### src/rtl/attn_pkg.sv
// attn_pkg: shared sizes, index width and FSM encoding for the attention score controller
package attn_pkg;
    localparam int SEQ_LEN = 30;
    localparam int D_MODEL = 16;
    localparam int N_HEAD  = 4;
    localparam int IDX_W   = 5;

    typedef enum logic [2:0] {IDLE, FETCH, LOAD, ISSUE, WRITE, DONE} state_t;

    function automatic logic [IDX_W-1:0] last_idx(input int seq_len);
        return IDX_W'(seq_len - 1);
    endfunction
endpackage

### src/rtl/attn_score_ctrl_if.sv
// attn_score_ctrl_if: query memory, score engine and result row buses
interface attn_score_ctrl_if #(
    parameter int SEQ_LEN = attn_pkg::SEQ_LEN,
    parameter int D_MODEL = attn_pkg::D_MODEL,
    parameter int N_HEAD  = attn_pkg::N_HEAD
);
    import attn_pkg::*;
    logic                      q_rd_en;
    logic [IDX_W-1:0]          q_rd_addr;
    logic [D_MODEL-1:0]        q_rd_data;
    logic [D_MODEL-1:0]        eng_query;
    logic                      eng_valid;
    logic [SEQ_LEN-1:0]        eng_score_1;
    logic [SEQ_LEN-1:0]        eng_score_2;
    logic [SEQ_LEN-1:0]        eng_score_3;
    logic [SEQ_LEN-1:0]        eng_score_4;
    logic                      row_valid;
    logic                      row_ready;
    logic [IDX_W-1:0]          row_addr;
    logic [N_HEAD*SEQ_LEN-1:0] row_data;

    modport master (
        output q_rd_en, q_rd_addr, eng_query, eng_valid, row_valid, row_addr, row_data,
        input  q_rd_data, eng_score_1, eng_score_2, eng_score_3, eng_score_4, row_ready
    );
    modport slave (
        input  q_rd_en, q_rd_addr, eng_query, eng_valid, row_valid, row_addr, row_data,
        output q_rd_data, eng_score_1, eng_score_2, eng_score_3, eng_score_4, row_ready
    );
endinterface

### src/rtl/attn_row_reg.sv
// attn_row_reg: result row holding register, stable until the valid/ready handshake
module attn_row_reg #(
    parameter int W  = 120,
    parameter int AW = 5
) (
    input  logic          clk,
    input  logic          rst_n,
    input  logic          load,
    input  logic          clr,
    input  logic          ready,
    input  logic [W-1:0]  d,
    input  logic [AW-1:0] a,
    output logic          valid,
    output logic [W-1:0]  data,
    output logic [AW-1:0] addr,
    output logic          fire
);
    assign fire = valid && ready;

    always_ff @(posedge clk or negedge rst_n)
        if (!rst_n) begin
            valid <= 1'b0;
            data  <= '0;
            addr  <= '0;
        end else if (clr) begin
            valid <= 1'b0;
        end else if (load) begin
            valid <= 1'b1;
            data  <= d;
            addr  <= a;
        end else if (fire) begin
            valid <= 1'b0;
        end
endmodule

### src/rtl/attn_score_ctrl.sv
// attn_score_ctrl: sequences query fetch, score engine issue and row write-out over a pass
module attn_score_ctrl #(
    parameter int SEQ_LEN = attn_pkg::SEQ_LEN,
    parameter int D_MODEL = attn_pkg::D_MODEL,
    parameter int N_HEAD  = attn_pkg::N_HEAD
) (
    input  logic              clk,
    input  logic              rst_n,
    input  logic              start,
    input  logic              abort,
    output logic              busy,
    output logic              done,
    attn_score_ctrl_if.master bus
);
    import attn_pkg::*;

    state_t             state;
    logic [IDX_W-1:0]   idx;
    logic [D_MODEL-1:0] query;
    logic               fire;

    always_ff @(posedge clk or negedge rst_n)
        if (!rst_n) begin
            state         <= IDLE;
            idx           <= '0;
            query         <= '0;
            bus.q_rd_en   <= 1'b0;
            bus.eng_valid <= 1'b0;
            busy          <= 1'b0;
            done          <= 1'b0;
        end else begin
            bus.q_rd_en   <= 1'b0;
            bus.eng_valid <= 1'b0;
            done          <= 1'b0;
            if (abort) begin
                state <= IDLE;
                busy  <= 1'b0;
            end else begin
                case (state)
                    IDLE:
                        if (start) begin
                            state       <= FETCH;
                            idx         <= '0;
                            bus.q_rd_en <= 1'b1;
                            busy        <= 1'b1;
                        end
                    FETCH: state <= LOAD;
                    LOAD: begin
                        query         <= bus.q_rd_data;
                        bus.eng_valid <= 1'b1;
                        state         <= ISSUE;
                    end
                    ISSUE: state <= WRITE;
                    WRITE:
                        if (fire) begin
                            if (idx == last_idx(SEQ_LEN)) begin
                                state <= DONE;
                                done  <= 1'b1;
                            end else begin
                                idx         <= idx + 1'b1;
                                state       <= FETCH;
                                bus.q_rd_en <= 1'b1;
                            end
                        end
                    DONE: begin
                        state <= IDLE;
                        busy  <= 1'b0;
                    end
                    default: state <= IDLE;
                endcase
            end
        end

    // outputs are forced to zero outside their own state so the engine and memory see clean idles
    assign bus.q_rd_addr = bus.q_rd_en ? idx : '0;
    assign bus.eng_query = bus.eng_valid ? query : '0;

    attn_row_reg #(.W(N_HEAD*SEQ_LEN), .AW(IDX_W)) u_row (
        .clk   (clk),
        .rst_n (rst_n),
        .load  (state == ISSUE && !abort),
        .clr   (abort),
        .ready (bus.row_ready),
        .d     ({bus.eng_score_4, bus.eng_score_3, bus.eng_score_2, bus.eng_score_1}),
        .a     (idx),
        .valid (bus.row_valid),
        .data  (bus.row_data),
        .addr  (bus.row_addr),
        .fire  (fire)
    );
endmodule

### src/flat_wrapper.sv
// flat-port wrapper written by rule: the top's interface ports become plain ports
module attn_score_ctrl_flat import attn_pkg::*;
#(
    parameter int SEQ_LEN = attn_pkg::SEQ_LEN,
    parameter int D_MODEL = attn_pkg::D_MODEL,
    parameter int N_HEAD  = attn_pkg::N_HEAD
)
  (clk, rst_n, start, abort, busy, done, bus_q_rd_en, bus_q_rd_addr, bus_eng_query, bus_eng_valid, bus_row_valid, bus_row_addr, bus_row_data, bus_q_rd_data, bus_eng_score_1, bus_eng_score_2, bus_eng_score_3, bus_eng_score_4, bus_row_ready);
  attn_score_ctrl_if #(.SEQ_LEN(SEQ_LEN), .D_MODEL(D_MODEL), .N_HEAD(N_HEAD)) bus_i ();
  input  logic clk;
  input  logic rst_n;
  input  logic start;
  input  logic abort;
  output logic busy;
  output logic done;
  output wire logic [$bits(bus_i.q_rd_en)-1:0] bus_q_rd_en;
  output wire logic [$bits(bus_i.q_rd_addr)-1:0] bus_q_rd_addr;
  output wire logic [$bits(bus_i.eng_query)-1:0] bus_eng_query;
  output wire logic [$bits(bus_i.eng_valid)-1:0] bus_eng_valid;
  output wire logic [$bits(bus_i.row_valid)-1:0] bus_row_valid;
  output wire logic [$bits(bus_i.row_addr)-1:0] bus_row_addr;
  output wire logic [$bits(bus_i.row_data)-1:0] bus_row_data;
  input wire logic [$bits(bus_i.q_rd_data)-1:0] bus_q_rd_data;
  input wire logic [$bits(bus_i.eng_score_1)-1:0] bus_eng_score_1;
  input wire logic [$bits(bus_i.eng_score_2)-1:0] bus_eng_score_2;
  input wire logic [$bits(bus_i.eng_score_3)-1:0] bus_eng_score_3;
  input wire logic [$bits(bus_i.eng_score_4)-1:0] bus_eng_score_4;
  input wire logic [$bits(bus_i.row_ready)-1:0] bus_row_ready;
  assign bus_q_rd_en = bus_i.q_rd_en;
  assign bus_q_rd_addr = bus_i.q_rd_addr;
  assign bus_eng_query = bus_i.eng_query;
  assign bus_eng_valid = bus_i.eng_valid;
  assign bus_row_valid = bus_i.row_valid;
  assign bus_row_addr = bus_i.row_addr;
  assign bus_row_data = bus_i.row_data;
  assign bus_i.q_rd_data = bus_q_rd_data;
  assign bus_i.eng_score_1 = bus_eng_score_1;
  assign bus_i.eng_score_2 = bus_eng_score_2;
  assign bus_i.eng_score_3 = bus_eng_score_3;
  assign bus_i.eng_score_4 = bus_eng_score_4;
  assign bus_i.row_ready = bus_row_ready;
  attn_score_ctrl #(.SEQ_LEN(SEQ_LEN), .D_MODEL(D_MODEL), .N_HEAD(N_HEAD)) u_core (.clk(clk), .rst_n(rst_n), .start(start), .abort(abort), .busy(busy), .done(done), .bus(bus_i));
endmodule
### config.mk
export PLATFORM = sky130hd
export DESIGN_NAME = attn_score_ctrl_flat
export DESIGN_NICKNAME = d
export VERILOG_FILES = /design/src/rtl/attn_pkg.sv /design/src/rtl/attn_score_ctrl_if.sv /design/src/rtl/attn_row_reg.sv /design/src/rtl/attn_score_ctrl.sv /design/src/flat_wrapper.sv
export SDC_FILE = /design/constraint.sdc
export NUM_CORES = 1
export LEC_CHECK = 0
export ABC_AREA = 1
export CORE_MARGIN = 8
export CORE_UTILIZATION = 45
export DETAILED_ROUTE_END_ITERATION = 12
export GPL_TIMING_DRIVEN = 1
export PLACE_DENSITY = 0.82
export SYNTH_ARGS = -nofsm -noshare
export SYNTH_HDL_FRONTEND = slang
export SYNTH_HIERARCHICAL = 1
export SYNTH_SLANG_ARGS = --single-unit
export TNS_END_PERCENT = 5
### constraint.sdc
create_clock -name clk -period 3.02 [get_ports clk]
set_input_delay 0.755 -clock clk [delete_from_list [all_inputs] [get_ports clk]]
set_output_delay 0.755 -clock clk [all_outputs]
set_load 0.01 [all_outputs]
==> flow_results.xml, run 1 <==
<?xml version="1.0" encoding="UTF-8"?>
<metrics>
  <group name="sta">
    <metric name="final_min_period_over_clock_period" unit="">0.855</metric>
    <metric name="report.final.hold_viol_count" unit="">0</metric>
    <metric name="max_freq" unit="MHz">387</metric>
    <metric name="total_of_endpoints_with_negative_setup_slack_in_the_final_report" unit="">0</metric>
    <metric name="setup-tns-final" unit="ns">0</metric>
    <metric name="finalCriticalPeriod" unit="ns">2.58</metric>
    <metric name="final_max_slew_viol_count" unit="">0</metric>
    <metric name="worstMarginPinSlew" unit="ns">0.610</metric>
    <metric name="rsz_0062_raised_after_global_routing" unit="">false</metric>
    <metric name="clock-skew-final" unit="ns">0.00781</metric>
    <metric name="slew_headroom" unit="">0.593</metric>
  </group>
  <group name="setup_path">
    <metric name="cp_top_family" unit="">flip-flops</metric>
    <metric name="cp-end-kind" unit="">primary output</metric>
    <metric name="timing.setup.critical_path_class" unit="">reg2out</metric>
    <metric name="reg2regPathDepth" unit="">6</metric>
    <metric name="crit_chain" unit="">nand2_1, inv_1, clkdlybuf4s50_1</metric>
    <metric name="critical_path.reg2reg.startpoint" unit="">u_core/state[2]$_DFFE_PN0P_</metric>
    <metric name="critical-path-slowest-cell" unit="">sky130_fd_sc_hd__dfrtp_1</metric>
    <metric name="critical_path.startpoint_type" unit="">flip-flop</metric>
    <metric name="arrival_time_worst_endpoint" unit="ns">1.83</metric>
    <metric name="r2r_setup_slk" unit="ns">1.18</metric>
    <metric name="worstPathBufferInverterCount" unit="">2</metric>
    <metric name="worst_r2r_endpoint" unit="">u_core/u_row/data[61]$_DFFE_PN0P_</metric>
    <metric name="critical_path.max_stage_delay" unit="ns">0.68</metric>
    <metric name="cp.required" unit="ns">2.26</metric>
    <metric name="crit_path_max_fanout" unit="">17</metric>
  </group>
  <group name="drt">
    <metric name="wl" unit="um">21000</metric>
    <metric name="route.detailed.wl_per_inst" unit="um">17.1</metric>
    <metric name="drt.antenna.violating_nets" unit="">0</metric>
    <metric name="drc_marker_count_from_the_first_detailed_route_iteration" unit="">392</metric>
    <metric name="via_count" unit="">5982</metric>
    <metric name="via_density" unit="">4.89</metric>
    <metric name="detail_route.drc_violations" unit="">0</metric>
    <metric name="detail_route.first_pass.iterations" unit="">4</metric>
  </group>
  <group name="yosys">
    <metric name="synth.cell_area" unit="mm^2">0.00658</metric>
    <metric name="synth-seq-area-share" unit="">0.586</metric>
    <metric name="number_of_nets_in_the_synthesized_netlist" unit="">894</metric>
    <metric name="yosys_warnings" unit="">6</metric>
    <metric name="cells_after_synthesis" unit="">751</metric>
    <metric name="syn_area_per_cell" unit="um^2">8.76</metric>
    <metric name="synth.distinct_cells" unit="">28</metric>
    <metric name="post_synth_main_area_contributors" unit="">sky130_fd_sc_hd__dfrtp_1 59%, sky130_fd_sc_hd__nand2_1 19%, sky130_fd_sc_hd__nand3_1 10%</metric>
    <metric name="postSynthRegisterBits" unit="">154</metric>
    <metric name="synth_top_area_cell" unit="">sky130_fd_sc_hd__dfrtp_1</metric>
    <metric name="synth.top_cell.area_share" unit="">0.586</metric>
  </group>
  <group name="cts">
    <metric name="cts_resized" unit="">0</metric>
    <metric name="cts_inserted_buffers" unit="">17</metric>
    <metric name="cts_hold_repair.buffers" unit="">0</metric>
    <metric name="clock_latency_on_the_worst_skew_pair" unit="ns">0.41</metric>
    <metric name="cts-htree-levels" unit="">4</metric>
    <metric name="path_clk_slew" unit="ns">0.06</metric>
    <metric name="cts_tree" unit="">done</metric>
    <metric name="numClockSinks" unit="">154</metric>
    <metric name="ctsRootBufferMaster" unit="">sky130_fd_sc_hd__clkbuf_16</metric>
    <metric name="postCtsSetupRepairBufs" unit="">0</metric>
    <metric name="number_of_buffers_on_the_longest_clock_path" unit="">2</metric>
  </group>
  <group name="power">
    <metric name="vdd_drop_max" unit="V">0.000433</metric>
    <metric name="p_per_area" unit="mW/mm^2">752</metric>
    <metric name="p_leak" unit="nW">5.14</metric>
  </group>
  <group name="layout">
    <metric name="nets" unit="">1169</metric>
    <metric name="share_of_layout_cells_above_drive_strength_1" unit="">0.0770</metric>
    <metric name="mostFrequentLayoutCells" unit="">330 x sky130_fd_sc_hd__nand2_1, 290 x sky130_fd_sc_hd__clkdlybuf4s50_1, 154 x sky130_fd_sc_hd__dfrtp_1</metric>
    <metric name="area_growth_syn_to_layout" unit="%">54.5</metric>
    <metric name="final_cell_area" unit="mm^2">0.0102</metric>
    <metric name="layout.cells.most_common" unit="">sky130_fd_sc_hd__nand2_1</metric>
  </group>
  <group name="run">
    <metric name="cap_violations" unit="">0</metric>
  </group>
  <group name="floorplanning">
    <metric name="placeableCoreArea" unit="mm^2">0.0144</metric>
    <metric name="vertical_die_dimension" unit="um">137</metric>
    <metric name="die_w" unit="um">137</metric>
    <metric name="floorplan.initialDensity" unit="">0.456</metric>
    <metric name="top_level_ports" unit="">292</metric>
    <metric name="fp-row-count" unit="">44</metric>
    <metric name="die_area" unit="mm^2">0.0187</metric>
  </group>
  <group name="global_route">
    <metric name="groute.usage.overall" unit="">0.224</metric>
    <metric name="grt_first_pass_wirelength" unit="um">32600</metric>
    <metric name="via_count_of_the_first_global_routing_pass" unit="">6103</metric>
    <metric name="grt_antenna_before_repair" unit="">1</metric>
    <metric name="grt_start_max_net_pins" unit="">126</metric>
    <metric name="gr-total-overflow" unit="">0</metric>
  </group>
  <group name="placed_design">
    <metric name="detailed_place_hpwl" unit="um">15000</metric>
    <metric name="port_buffers" unit="">291</metric>
    <metric name="gp_congestion" unit="">0.853</metric>
    <metric name="detailed_place.area" unit="mm^2">0.00959</metric>
  </group>
  <group name="status">
    <metric name="run_status" unit="">finished clean</metric>
  </group>
  <group name="worst_hold_path">
    <metric name="hp-class" unit="">in2async</metric>
  </group>
</metrics>
## how the worst max path moves through the flow
| stage | start | endpoint | slack [ns] | cells past startpoint |
|---|---|---|---|---|
| 2_1_floorplan | u_core/bus.eng_valid$_DFF_PN0_ | bus_eng_query[10] | 1.34 | 4 |
| 3_3_place_gp | abort | u_core/u_row/data[80]$_DFFE_PN0P_ | 0.68 | 5 |
| 3_5_place_dp | abort | u_core/u_row/data[80]$_DFFE_PN0P_ | 0.64 | 5 |
| 4_1_cts | u_core/bus.eng_valid$_DFF_PN0_ | bus_eng_query[15] | 0.38 | 3 |
| 5_1_grt | u_core/bus.eng_valid$_DFF_PN0_ | bus_eng_query[15] | 0.27 | 3 |
| 6_report | u_core/bus.eng_valid$_DFF_PN0_ | bus_eng_query[7] | 0.44 | 3 |
## stage by stage
step / setup WS [ns] / hold slack, ns / utilization / power (mW) / std cells
floorplan: 1.34 / 0.449 / - / 3.97 / 751
global placement: 0.680 / 0.453 / 0.665 / 5.56 / 1191
finish: 0.439 / 0.281 / 0.705 / 7.64 / 1224
CTS: 0.383 / 0.293 / 0.705 / 7.73 / 1223
detailed placement: 0.645 / 0.458 / 0.665 / 5.63 / 1191
global route: 0.272 / 0.308 / 0.705 / 8.08 / 1224
## cell families (layout without fill, tap and decap cells)
logic type,Yosys count,count (layout),synth area share
simple gates,508,508,0.339
flops,154,154,0.586
buf+inv,82,370,0.0656
compound gates,4,4,0.00418
fa+ha+maj,2,2,0.00380
xor+xnor,1,1,0.00133
other cells,0,1,0
## power by group
| group | switching (mW) | total (mW) | internal (mW) |
|---|---|---|---|
| Clock | 0.832 | 2.06 | 1.23 |
| Combinational | 1.10 | 2.49 | 1.40 |
| Sequential | 0.371 | 3.09 | 2.72 |
| Total | 2.30 | 7.64 | 5.35 |
## registers in the layout, summed over array words and instances, names as in the netlist
register,flops
u_core/bus.eng_valid,1
u_core/bus.q_rd_en,1
u_core/busy,1
u_core/done,1
u_core/idx,5
u_core/query,16
u_core/state,3
u_core/u_row/addr,5
u_core/u_row/data,120
u_core/u_row/valid,1
## cell usage after synthesis
library cell               number
sky130_fd_sc_hd__nand2_2       12
sky130_fd_sc_hd__ha_1           2
sky130_fd_sc_hd__o21ai_2        1
sky130_fd_sc_hd__nand3_2        1
sky130_fd_sc_hd__nor2_4         2
sky130_fd_sc_hd__o21ai_0        1
sky130_fd_sc_hd__buf_12         1
sky130_fd_sc_hd__nand2_4       12
sky130_fd_sc_hd__clkbuf_1       2
sky130_fd_sc_hd__nor4_1         1
sky130_fd_sc_hd__a31oi_1        1
sky130_fd_sc_hd__clkinv_4       1
sky130_fd_sc_hd__nand3_1      133
sky130_fd_sc_hd__nor2_2         4
sky130_fd_sc_hd__inv_2          3
sky130_fd_sc_hd__o21a_1         1
sky130_fd_sc_hd__nor2_1        10
sky130_fd_sc_hd__nand4_1        2
sky130_fd_sc_hd__inv_1         31
sky130_fd_sc_hd__xnor2_1        1
sky130_fd_sc_hd__inv_6          1
sky130_fd_sc_hd__buf_6          2
sky130_fd_sc_hd__dfrtp_1      154
sky130_fd_sc_hd__buf_4         13
sky130_fd_sc_hd__nand2_1      330
sky130_fd_sc_hd__buf_1          1
sky130_fd_sc_hd__nor3_1         1
sky130_fd_sc_hd__buf_2         27
## area by class of cell
type / count / area, um^2
well taps: 184 / 230
fillers: 1105 / 4260
inverters: 36 / 146
clock buffers: 20 / 447
repair buffers: 302 / 3060
diodes: 1 / 2.50
clock inverters: 12 / 125
flip-flops and latches: 154 / 3850
multi-input cells: 515 / 2300
## worst register-to-register path: stages (launching register included)
cell,delay (ns)
sky130_fd_sc_hd__dfrtp_1,0.48
sky130_fd_sc_hd__inv_2,0.16
sky130_fd_sc_hd__nand2_1,0.13
sky130_fd_sc_hd__nor2_4,0.17
sky130_fd_sc_hd__buf_4,0.50
sky130_fd_sc_hd__nand3_1,0.22
sky130_fd_sc_hd__nand2_1,0.12
## metal layers
layer	track usage	up-vias	wire length [um]	share of wire
met5	0	-	0	0
met4	0.116	0	823	0.039
met3	0.0705	49	1580	0.075
met2	0.366	224	10500	0.50
met1	0.260	2816	8010	0.38
li1	-	2893	-	-
Power figures use the tool's default switching activity.
==> run 2: changes to the inputs <==
--- a/config.mk
+++ b/config.mk
@@ -5,12 +5,11 @@
 export SDC_FILE = /design/constraint.sdc
 export NUM_CORES = 1
 export LEC_CHECK = 0
-export ABC_AREA = 1
 export CORE_MARGIN = 8
 export CORE_UTILIZATION = 45
 export DETAILED_ROUTE_END_ITERATION = 12
 export GPL_TIMING_DRIVEN = 1
-export PLACE_DENSITY = 0.82
+export PLACE_DENSITY = 0.84
 export SYNTH_ARGS = -nofsm -noshare
 export SYNTH_HDL_FRONTEND = slang
 export SYNTH_HIERARCHICAL = 1
==> flow_results.xml, run 2 <==
<?xml version="1.0" encoding="UTF-8"?>
<metrics>
  <group name="power">
    <metric name="p_per_area" unit="mW/mm^2">739</metric>
    <metric name="sequentialPowerShare" unit="">0.405</metric>
    <metric name="switching_power" unit="mW">1.88</metric>
    <metric name="pwr-share-clk" unit="">0.285</metric>
    <metric name="p_leak" unit="nW">4.33</metric>
    <metric name="p_sw_frac" unit="">0.255</metric>
    <metric name="vdd_drop_max" unit="V">0.000380</metric>
    <metric name="comb_power_share" unit="">0.310</metric>
    <metric name="p_int" unit="mW">5.47</metric>
  </group>
  <group name="sta">
    <metric name="postLayoutSetupSlackWorst" unit="ns">0.503</metric>
    <metric name="final_max_slew_viol_count" unit="">0</metric>
    <metric name="worstMarginPinSlew" unit="ns">0.573</metric>
    <metric name="finalCriticalPeriod" unit="ns">2.52</metric>
    <metric name="slew_headroom" unit="">0.618</metric>
    <metric name="report.final.hold_viol_count" unit="">0</metric>
    <metric name="setup-tns-final" unit="ns">0</metric>
    <metric name="clock-skew-final" unit="ns">0.00802</metric>
    <metric name="total_of_endpoints_with_negative_setup_slack_in_the_final_report" unit="">0</metric>
    <metric name="rsz_0062_raised_after_global_routing" unit="">false</metric>
    <metric name="final_min_period_over_clock_period" unit="">0.834</metric>
    <metric name="max_freq" unit="MHz">397</metric>
  </group>
  <group name="layout">
    <metric name="mostFrequentLayoutCells" unit="">290 x sky130_fd_sc_hd__clkdlybuf4s50_1, 154 x sky130_fd_sc_hd__dfrtp_1, 82 x sky130_fd_sc_hd__mux2_2</metric>
    <metric name="register_area" unit="mm^2">0.00385</metric>
    <metric name="biggestRegsByFlops" unit="">u_core/u_row/data: 120 flops, u_core/query: 16 flops</metric>
    <metric name="max_flop_register" unit="">u_core/u_row/data</metric>
    <metric name="area_growth_syn_to_layout" unit="%">58.4</metric>
    <metric name="number_of_flip_flops_under_the_largest_register_name" unit="">120</metric>
    <metric name="share_of_layout_cells_above_drive_strength_1" unit="">0.262</metric>
    <metric name="multi_input_area" unit="mm^2">0.00224</metric>
    <metric name="layout.cells.most_common" unit="">sky130_fd_sc_hd__clkdlybuf4s50_1</metric>
    <metric name="num_antenna_cells" unit="">0</metric>
    <metric name="layout.filler_cells" unit="">909</metric>
    <metric name="final_cell_area" unit="mm^2">0.00994</metric>
    <metric name="nets" unit="">824</metric>
  </group>
  <group name="floorplanning">
    <metric name="fp-row-count" unit="">43</metric>
    <metric name="top_level_ports" unit="">292</metric>
    <metric name="die_area" unit="mm^2">0.0180</metric>
    <metric name="floorplan.initialDensity" unit="">0.456</metric>
    <metric name="vertical_die_dimension" unit="um">134</metric>
    <metric name="die_w" unit="um">134</metric>
    <metric name="placeableCoreArea" unit="mm^2">0.0138</metric>
  </group>
  <group name="setup_path">
    <metric name="cp.required" unit="ns">2.26</metric>
    <metric name="worst_r2r_endpoint" unit="">u_core/u_row/data[117]$_DFFE_PN0P_</metric>
    <metric name="critical_path.reg2reg.startpoint" unit="">u_core/state[0]$_DFFE_PN0P_</metric>
    <metric name="cp-end-kind" unit="">primary output</metric>
    <metric name="reg2regPathDepth" unit="">5</metric>
    <metric name="r2r_setup_slk" unit="ns">0.97</metric>
    <metric name="timing.setup.critical_path_class" unit="">reg2out</metric>
    <metric name="crit_path_max_fanout" unit="">17</metric>
    <metric name="critical_path.startpoint_type" unit="">flip-flop</metric>
    <metric name="arrival_time_worst_endpoint" unit="ns">1.76</metric>
  </group>
  <group name="worst_hold_path">
    <metric name="hp-class" unit="">in2async</metric>
  </group>
  <group name="yosys">
    <metric name="synth_compound_area_frac" unit="">0.0162</metric>
    <metric name="synth_fa_ha_area_frac" unit="">0.00399</metric>
    <metric name="synth_top_family_by_area" unit="">multiplexers</metric>
    <metric name="syn_area_per_cell" unit="um^2">16.4</metric>
    <metric name="ys.flop_type" unit="">sky130_fd_sc_hd__dfrtp_1</metric>
    <metric name="synth.distinct_cells" unit="">35</metric>
    <metric name="synth_xor_xnor_area_share" unit="">0.00419</metric>
    <metric name="yosys-top-cells-count" unit="">154 x sky130_fd_sc_hd__dfrtp_1, 82 x sky130_fd_sc_hd__mux2_2, 59 x sky130_fd_sc_hd__mux2_4</metric>
    <metric name="synth.cell_area" unit="mm^2">0.00627</metric>
    <metric name="post_synth_main_area_contributors" unit="">sky130_fd_sc_hd__dfrtp_1 61%, sky130_fd_sc_hd__mux2_2 15%, sky130_fd_sc_hd__mux2_4 14%</metric>
    <metric name="yosysMostFrequentCell" unit="">sky130_fd_sc_hd__dfrtp_1</metric>
    <metric name="synth_top_area_cell" unit="">sky130_fd_sc_hd__dfrtp_1</metric>
    <metric name="synthSimpleGateAreaFrac" unit="">0.0425</metric>
    <metric name="yosys_warnings" unit="">6</metric>
    <metric name="synth-seq-area-share" unit="">0.614</metric>
    <metric name="number_of_nets_in_the_synthesized_netlist" unit="">525</metric>
    <metric name="post_synth_mux_area_share" unit="">0.290</metric>
    <metric name="cells_after_synthesis" unit="">382</metric>
    <metric name="synth.top_cell.area_share" unit="">0.614</metric>
    <metric name="async_reset_ff_frac" unit="">1.00</metric>
    <metric name="postSynthRegisterBits" unit="">154</metric>
    <metric name="synth-edff-count" unit="">0</metric>
  </group>
  <group name="global_route">
    <metric name="groute.usage.overall" unit="">0.199</metric>
    <metric name="gr-total-overflow" unit="">0</metric>
    <metric name="grt_antenna_before_repair" unit="">0</metric>
    <metric name="via_count_of_the_first_global_routing_pass" unit="">4871</metric>
    <metric name="grt_start_max_net_pins" unit="">75</metric>
    <metric name="grt_first_pass_wirelength" unit="um">27700</metric>
  </group>
  <group name="placed_design">
    <metric name="port_buffers" unit="">291</metric>
    <metric name="dp_slack" unit="ns">0.365</metric>
    <metric name="detailed_place_hpwl" unit="um">13600</metric>
    <metric name="gp_congestion" unit="">0.740</metric>
    <metric name="detailed_place.area" unit="mm^2">0.00935</metric>
  </group>
  <group name="drt">
    <metric name="drc_marker_count_from_the_first_detailed_route_iteration" unit="">139</metric>
    <metric name="via_density" unit="">4.90</metric>
    <metric name="detail_route.drc_violations" unit="">0</metric>
    <metric name="route.detailed.wl_per_inst" unit="um">20.5</metric>
    <metric name="wl" unit="um">17900</metric>
    <metric name="via_count" unit="">4274</metric>
    <metric name="drt.antenna.violating_nets" unit="">0</metric>
    <metric name="detail_route.first_pass.iterations" unit="">4</metric>
  </group>
  <group name="cts">
    <metric name="ctsRootBufferMaster" unit="">sky130_fd_sc_hd__clkbuf_16</metric>
    <metric name="number_of_buffers_on_the_longest_clock_path" unit="">2</metric>
    <metric name="postCtsSetupRepairBufs" unit="">0</metric>
    <metric name="numClockSinks" unit="">154</metric>
    <metric name="clock_latency_on_the_worst_skew_pair" unit="ns">0.42</metric>
    <metric name="cts_hold_repair.buffers" unit="">0</metric>
    <metric name="cts-htree-levels" unit="">4</metric>
    <metric name="cts_inserted_buffers" unit="">17</metric>
    <metric name="cts_resized" unit="">0</metric>
    <metric name="path_clk_slew" unit="ns">0.06</metric>
    <metric name="cts_tree" unit="">done</metric>
  </group>
  <group name="run">
    <metric name="cap_violations" unit="">0</metric>
  </group>
  <group name="status">
    <metric name="run_status" unit="">finished clean</metric>
  </group>
</metrics>
==> run 2: changes by cell type after synthesis, sizes merged, moves of 3 or more <==
cell and delta:
nand2 -353, a21oi +3, mux2 +141, inv -29, nand3 -130, and2 +22, nor2 -13, buf -26
==> run 2: stage by stage <==
stage               std cells   util  hold slack (ns)  power (mW)
floorplan                 382      -            0.459        3.86
global placement          842  0.679            0.483        5.20
detailed placement        842  0.679            0.488        5.30
CTS                       872  0.722            0.324        7.44
global route              872  0.722            0.324        7.70
finish                    872  0.722            0.297        7.35
==> run 2: critical path, cell delays in order, from the launching register on <==
cell and delay, ns:
sky130_fd_sc_hd__dfrtp_1 0.59, sky130_fd_sc_hd__and2_1 0.20, sky130_fd_sc_hd__clkdlybuf4s50_1 0.57
==> run 2: cell type report <==
| class | count | area share |
|---|---|---|
| flip-flops and latches | 154 | 0.388 |
| repair buffers | 299 | 0.303 |
| multi-input cells | 203 | 0.225 |
| clock buffers | 23 | 0.0501 |
| well taps | 180 | 0.0227 |
| clock inverters | 7 | 0.00906 |
| inverters | 6 | 0.00227 |
==> run 2: power by group through the flow <==
stage / clock network, mW / logic [mW] / registers [mW]
5_1_grt: 2.24 / 2.41 / 3.05
4_1_cts: 2.14 / 2.32 / 2.98
3_3_place_gp: 0 / 2.24 / 2.96
2_1_floorplan: 0 / 0.704 / 3.16
3_5_place_dp: 0 / 2.30 / 3.00
6_report: 2.09 / 2.28 / 2.98
==> run 2: worst max-delay path by stage <==
stage / cells after the start / end / startpoint
floorplan: 7 / u_core/u_row/data[100]$_DFFE_PN0P_ / abort
global placement: 5 / u_core/u_row/data[117]$_DFFE_PN0P_ / abort
detailed placement: 5 / u_core/u_row/data[46]$_DFFE_PN0P_ / abort
CTS: 2 / bus_eng_query[1] / u_core/bus.eng_valid$_DFF_PN0_
global route: 2 / bus_eng_query[1] / u_core/bus.eng_valid$_DFF_PN0_
finish: 2 / bus_eng_query[13] / u_core/bus.eng_valid$_DFF_PN0_
==> run 2: kinds of logic (layout without fill, tap and decap cells) <==
kind of cell    count (synthesis)  after routing
flops                         154            154
mux                           142            142
simple gates                   41             41
buf+inv                        25            335
compound gates                 15             15
xor+xnor                        3              3
fa+ha+maj                       2              2
==> run 2: per-layer routing <==
layer	up-vias	GRT usage	wire (um)
met1	2138	0.219	6860
li1	1932	-	-
met3	18	0.0890	1670
met4	0	0.0593	235
met5	-	0	0
met2	186	0.341	9110
==> run 3: changes to the inputs <==
--- a/config.mk
+++ b/config.mk
@@ -6,10 +6,10 @@
 export NUM_CORES = 1
 export LEC_CHECK = 0
 export CORE_MARGIN = 8
-export CORE_UTILIZATION = 45
+export CORE_UTILIZATION = 37
 export DETAILED_ROUTE_END_ITERATION = 12
 export GPL_TIMING_DRIVEN = 1
-export PLACE_DENSITY = 0.84
+export PLACE_DENSITY = 0.73
 export SYNTH_ARGS = -nofsm -noshare
 export SYNTH_HDL_FRONTEND = slang
 export SYNTH_HIERARCHICAL = 1
==> constraint.sdc (replaced) <==
create_clock -name clk -period 2.2 [get_ports clk]
set_input_delay 0.55 -clock clk [delete_from_list [all_inputs] [get_ports clk]]
set_output_delay 0.55 -clock clk [all_outputs]
set_load 0.01 [all_outputs]
==> flow_results.xml, run 3 (synthesized netlist as in run 2, its figures left out) <==
<?xml version="1.0" encoding="UTF-8"?>
<metrics>
  <group name="status">
    <metric name="run_status" unit="">finished clean</metric>
  </group>
  <group name="setup_path">
    <metric name="setup.worst_path.end" unit="">bus_q_rd_addr[3]</metric>
    <metric name="cp-end-kind" unit="">primary output</metric>
    <metric name="timing.setup.critical_path_class" unit="">reg2out</metric>
    <metric name="crit_path_max_fanout" unit="">6</metric>
    <metric name="reg2regPathDepth" unit="">5</metric>
    <metric name="critical_path.reg2reg.startpoint" unit="">u_core/state[2]$_DFFE_PN0P_</metric>
    <metric name="worst_r2r_endpoint" unit="">u_core/u_row/data[115]$_DFFE_PN0P_</metric>
    <metric name="critical_path.startpoint_type" unit="">flip-flop</metric>
    <metric name="cp.required" unit="ns">1.65</metric>
    <metric name="critPathLaunch" unit="">u_core/idx[3]$_DFFE_PN0P_</metric>
    <metric name="arrival_time_worst_endpoint" unit="ns">1.54</metric>
    <metric name="r2r_setup_slk" unit="ns">0.32</metric>
  </group>
  <group name="cts">
    <metric name="cts-htree-levels" unit="">4</metric>
    <metric name="ctsRootBufferMaster" unit="">sky130_fd_sc_hd__clkbuf_16</metric>
    <metric name="clock_latency_on_the_worst_skew_pair" unit="ns">0.42</metric>
    <metric name="cts_tree" unit="">done</metric>
    <metric name="numClockSinks" unit="">154</metric>
    <metric name="cts_hold_repair.buffers" unit="">0</metric>
    <metric name="number_of_buffers_on_the_longest_clock_path" unit="">2</metric>
    <metric name="cts_inserted_buffers" unit="">17</metric>
    <metric name="path_clk_slew" unit="ns">0.06</metric>
  </group>
  <group name="floorplanning">
    <metric name="die_area" unit="mm^2">0.0214</metric>
    <metric name="die_w" unit="um">146</metric>
    <metric name="fp-row-count" unit="">47</metric>
    <metric name="vertical_die_dimension" unit="um">146</metric>
    <metric name="top_level_ports" unit="">292</metric>
    <metric name="placeableCoreArea" unit="mm^2">0.0166</metric>
    <metric name="floorplan.initialDensity" unit="">0.378</metric>
  </group>
  <group name="drt">
    <metric name="drc_marker_count_from_the_first_detailed_route_iteration" unit="">104</metric>
    <metric name="via_density" unit="">4.73</metric>
    <metric name="route.detailed.wl_per_inst" unit="um">19.7</metric>
    <metric name="detail_route.drc_violations" unit="">0</metric>
    <metric name="detail_route.first_pass.iterations" unit="">4</metric>
    <metric name="highest_layer" unit="">met4</metric>
    <metric name="routedLengthMet1" unit="um">6940</metric>
    <metric name="drt.antenna.violating_nets" unit="">0</metric>
    <metric name="met3_wirelength" unit="um">1970</metric>
    <metric name="wl" unit="um">18400</metric>
    <metric name="routed-wl-met2" unit="um">9090</metric>
    <metric name="via_count" unit="">4407</metric>
  </group>
  <group name="worst_hold_path">
    <metric name="hp-class" unit="">in2async</metric>
  </group>
  <group name="sta">
    <metric name="total_of_endpoints_with_negative_setup_slack_in_the_final_report" unit="">0</metric>
    <metric name="final.hold.worst_slack" unit="ns">0.0655</metric>
    <metric name="max_freq" unit="MHz">477</metric>
    <metric name="rsz_0062_raised_after_global_routing" unit="">false</metric>
    <metric name="slew_headroom" unit="">0.684</metric>
    <metric name="worstMarginPinSlew" unit="ns">0.474</metric>
    <metric name="final_max_slew_viol_count" unit="">0</metric>
    <metric name="clock-skew-final" unit="ns">0.00922</metric>
    <metric name="report.final.hold_viol_count" unit="">0</metric>
    <metric name="final_min_period_over_clock_period" unit="">0.952</metric>
    <metric name="finalCriticalPeriod" unit="ns">2.09</metric>
  </group>
  <group name="power">
    <metric name="sequentialPowerShare" unit="">0.405</metric>
    <metric name="pwr-share-clk" unit="">0.282</metric>
    <metric name="vdd_drop_max" unit="V">0.000657</metric>
    <metric name="p_leak" unit="nW">4.50</metric>
    <metric name="comb_power_share" unit="">0.312</metric>
    <metric name="switching_power" unit="mW">2.66</metric>
    <metric name="p_int" unit="mW">7.39</metric>
    <metric name="p_sw_frac" unit="">0.265</metric>
    <metric name="p_per_area" unit="mW/mm^2">990</metric>
  </group>
  <group name="placed_design">
    <metric name="gp_congestion" unit="">0.808</metric>
    <metric name="detailed_place.area" unit="mm^2">0.00958</metric>
    <metric name="port_buffers" unit="">291</metric>
    <metric name="detailed_place_hpwl" unit="um">13900</metric>
  </group>
  <group name="layout">
    <metric name="area_growth_syn_to_layout" unit="%">61.8</metric>
    <metric name="register_area" unit="mm^2">0.00386</metric>
    <metric name="biggestRegsByFlops" unit="">u_core/u_row/data: 120 flops, u_core/query: 16 flops</metric>
    <metric name="layout.filler_cells" unit="">1315</metric>
    <metric name="layout.cells.most_common" unit="">sky130_fd_sc_hd__clkdlybuf4s50_1</metric>
    <metric name="final_cell_area" unit="mm^2">0.0102</metric>
    <metric name="number_of_flip_flops_under_the_largest_register_name" unit="">120</metric>
    <metric name="num_antenna_cells" unit="">0</metric>
    <metric name="mostFrequentLayoutCells" unit="">276 x sky130_fd_sc_hd__clkdlybuf4s50_1, 152 x sky130_fd_sc_hd__dfrtp_1, 82 x sky130_fd_sc_hd__mux2_2</metric>
    <metric name="share_of_layout_cells_above_drive_strength_1" unit="">0.284</metric>
    <metric name="max_flop_register" unit="">u_core/u_row/data</metric>
    <metric name="multi_input_area" unit="mm^2">0.00224</metric>
    <metric name="nets" unit="">841</metric>
  </group>
  <group name="global_route">
    <metric name="grt_antenna_before_repair" unit="">0</metric>
    <metric name="grt_start_max_net_pins" unit="">47</metric>
    <metric name="via_count_of_the_first_global_routing_pass" unit="">5091</metric>
    <metric name="groute.usage.overall" unit="">0.173</metric>
    <metric name="grt_first_pass_wirelength" unit="um">29000</metric>
    <metric name="gr-total-overflow" unit="">0</metric>
  </group>
  <group name="run">
    <metric name="cap_violations" unit="">0</metric>
  </group>
</metrics>
[run 3: area by class of cell]
cell class | count | area share
tap | 220 | 0.0271
multi-input combinational | 203 | 0.220
clock buffer | 18 | 0.0423
sequential | 154 | 0.380
inverter | 6 | 0.00222
clock inverter | 14 | 0.0145
timing repair buffer | 316 | 0.314
[run 3: worst min-delay path by stage]
stage                                               to  slack [ns]  depth (start not counted)
floorplan               u_core/bus.eng_valid$_DFF_PN0_        0.25                          0
detailed placement         u_core/query[5]$_DFFE_PN0P_        0.49                          1
finish              u_core/u_row/data[111]$_DFFE_PN0P_        0.07                          1
global placement           u_core/query[7]$_DFFE_PN0P_        0.48                          1
CTS                 u_core/u_row/data[111]$_DFFE_PN0P_        0.07                          1
global route        u_core/u_row/data[111]$_DFFE_PN0P_        0.09                          1
[run 3: layer usage]
| metal | track usage | vias up |
|---|---|---|
| met1 | 0.185 | 2219 |
| met5 | 0 | - |
| li1 | - | 1965 |
| met3 | 0.0859 | 24 |
| met2 | 0.288 | 199 |
| met4 | 0.0680 | 0 |
[run 3: critical path, stage by stage, from the launching register on]
cell	delay, ns
sky130_fd_sc_hd__dfrtp_1	0.44
sky130_fd_sc_hd__and2_1	0.15
sky130_fd_sc_hd__clkdlybuf4s50_1	0.53
[run 3: repair_timing]
action / in CTS / in global routing
setup endpoints to repair: 17 / 3
buffers inserted: 0 / 2
resized for setup: 15 / 1
[run 3: power by group through the flow]
stage	combinational (mW)	sequential, mW	clock [mW]
detailed placement	3.18	4.11	0
finish	3.14	4.07	2.84
floorplan	0.966	4.34	0
global placement	3.12	4.07	0
global route	3.34	4.17	3.04
CTS	3.19	4.09	2.93
[run 3: through the flow]
| step | power, mW | setup slack [ns] | utilization | TNS, ns | std cells |
|---|---|---|---|---|---|
| after floorplan | 5.30 | 0.308 | - | 0 | 382 |
| after global placement | 7.19 | -0.171 | 0.577 | -13.54 | 897 |
| after detailed placement | 7.29 | -0.242 | 0.577 | -20.00 | 897 |
| after CTS | 10.2 | 0.000791 | 0.611 | 0 | 929 |
| after global routing | 10.5 | 0.0369 | 0.612 | 0 | 931 |
| final | 10.1 | 0.106 | 0.612 | 0 | 931 |
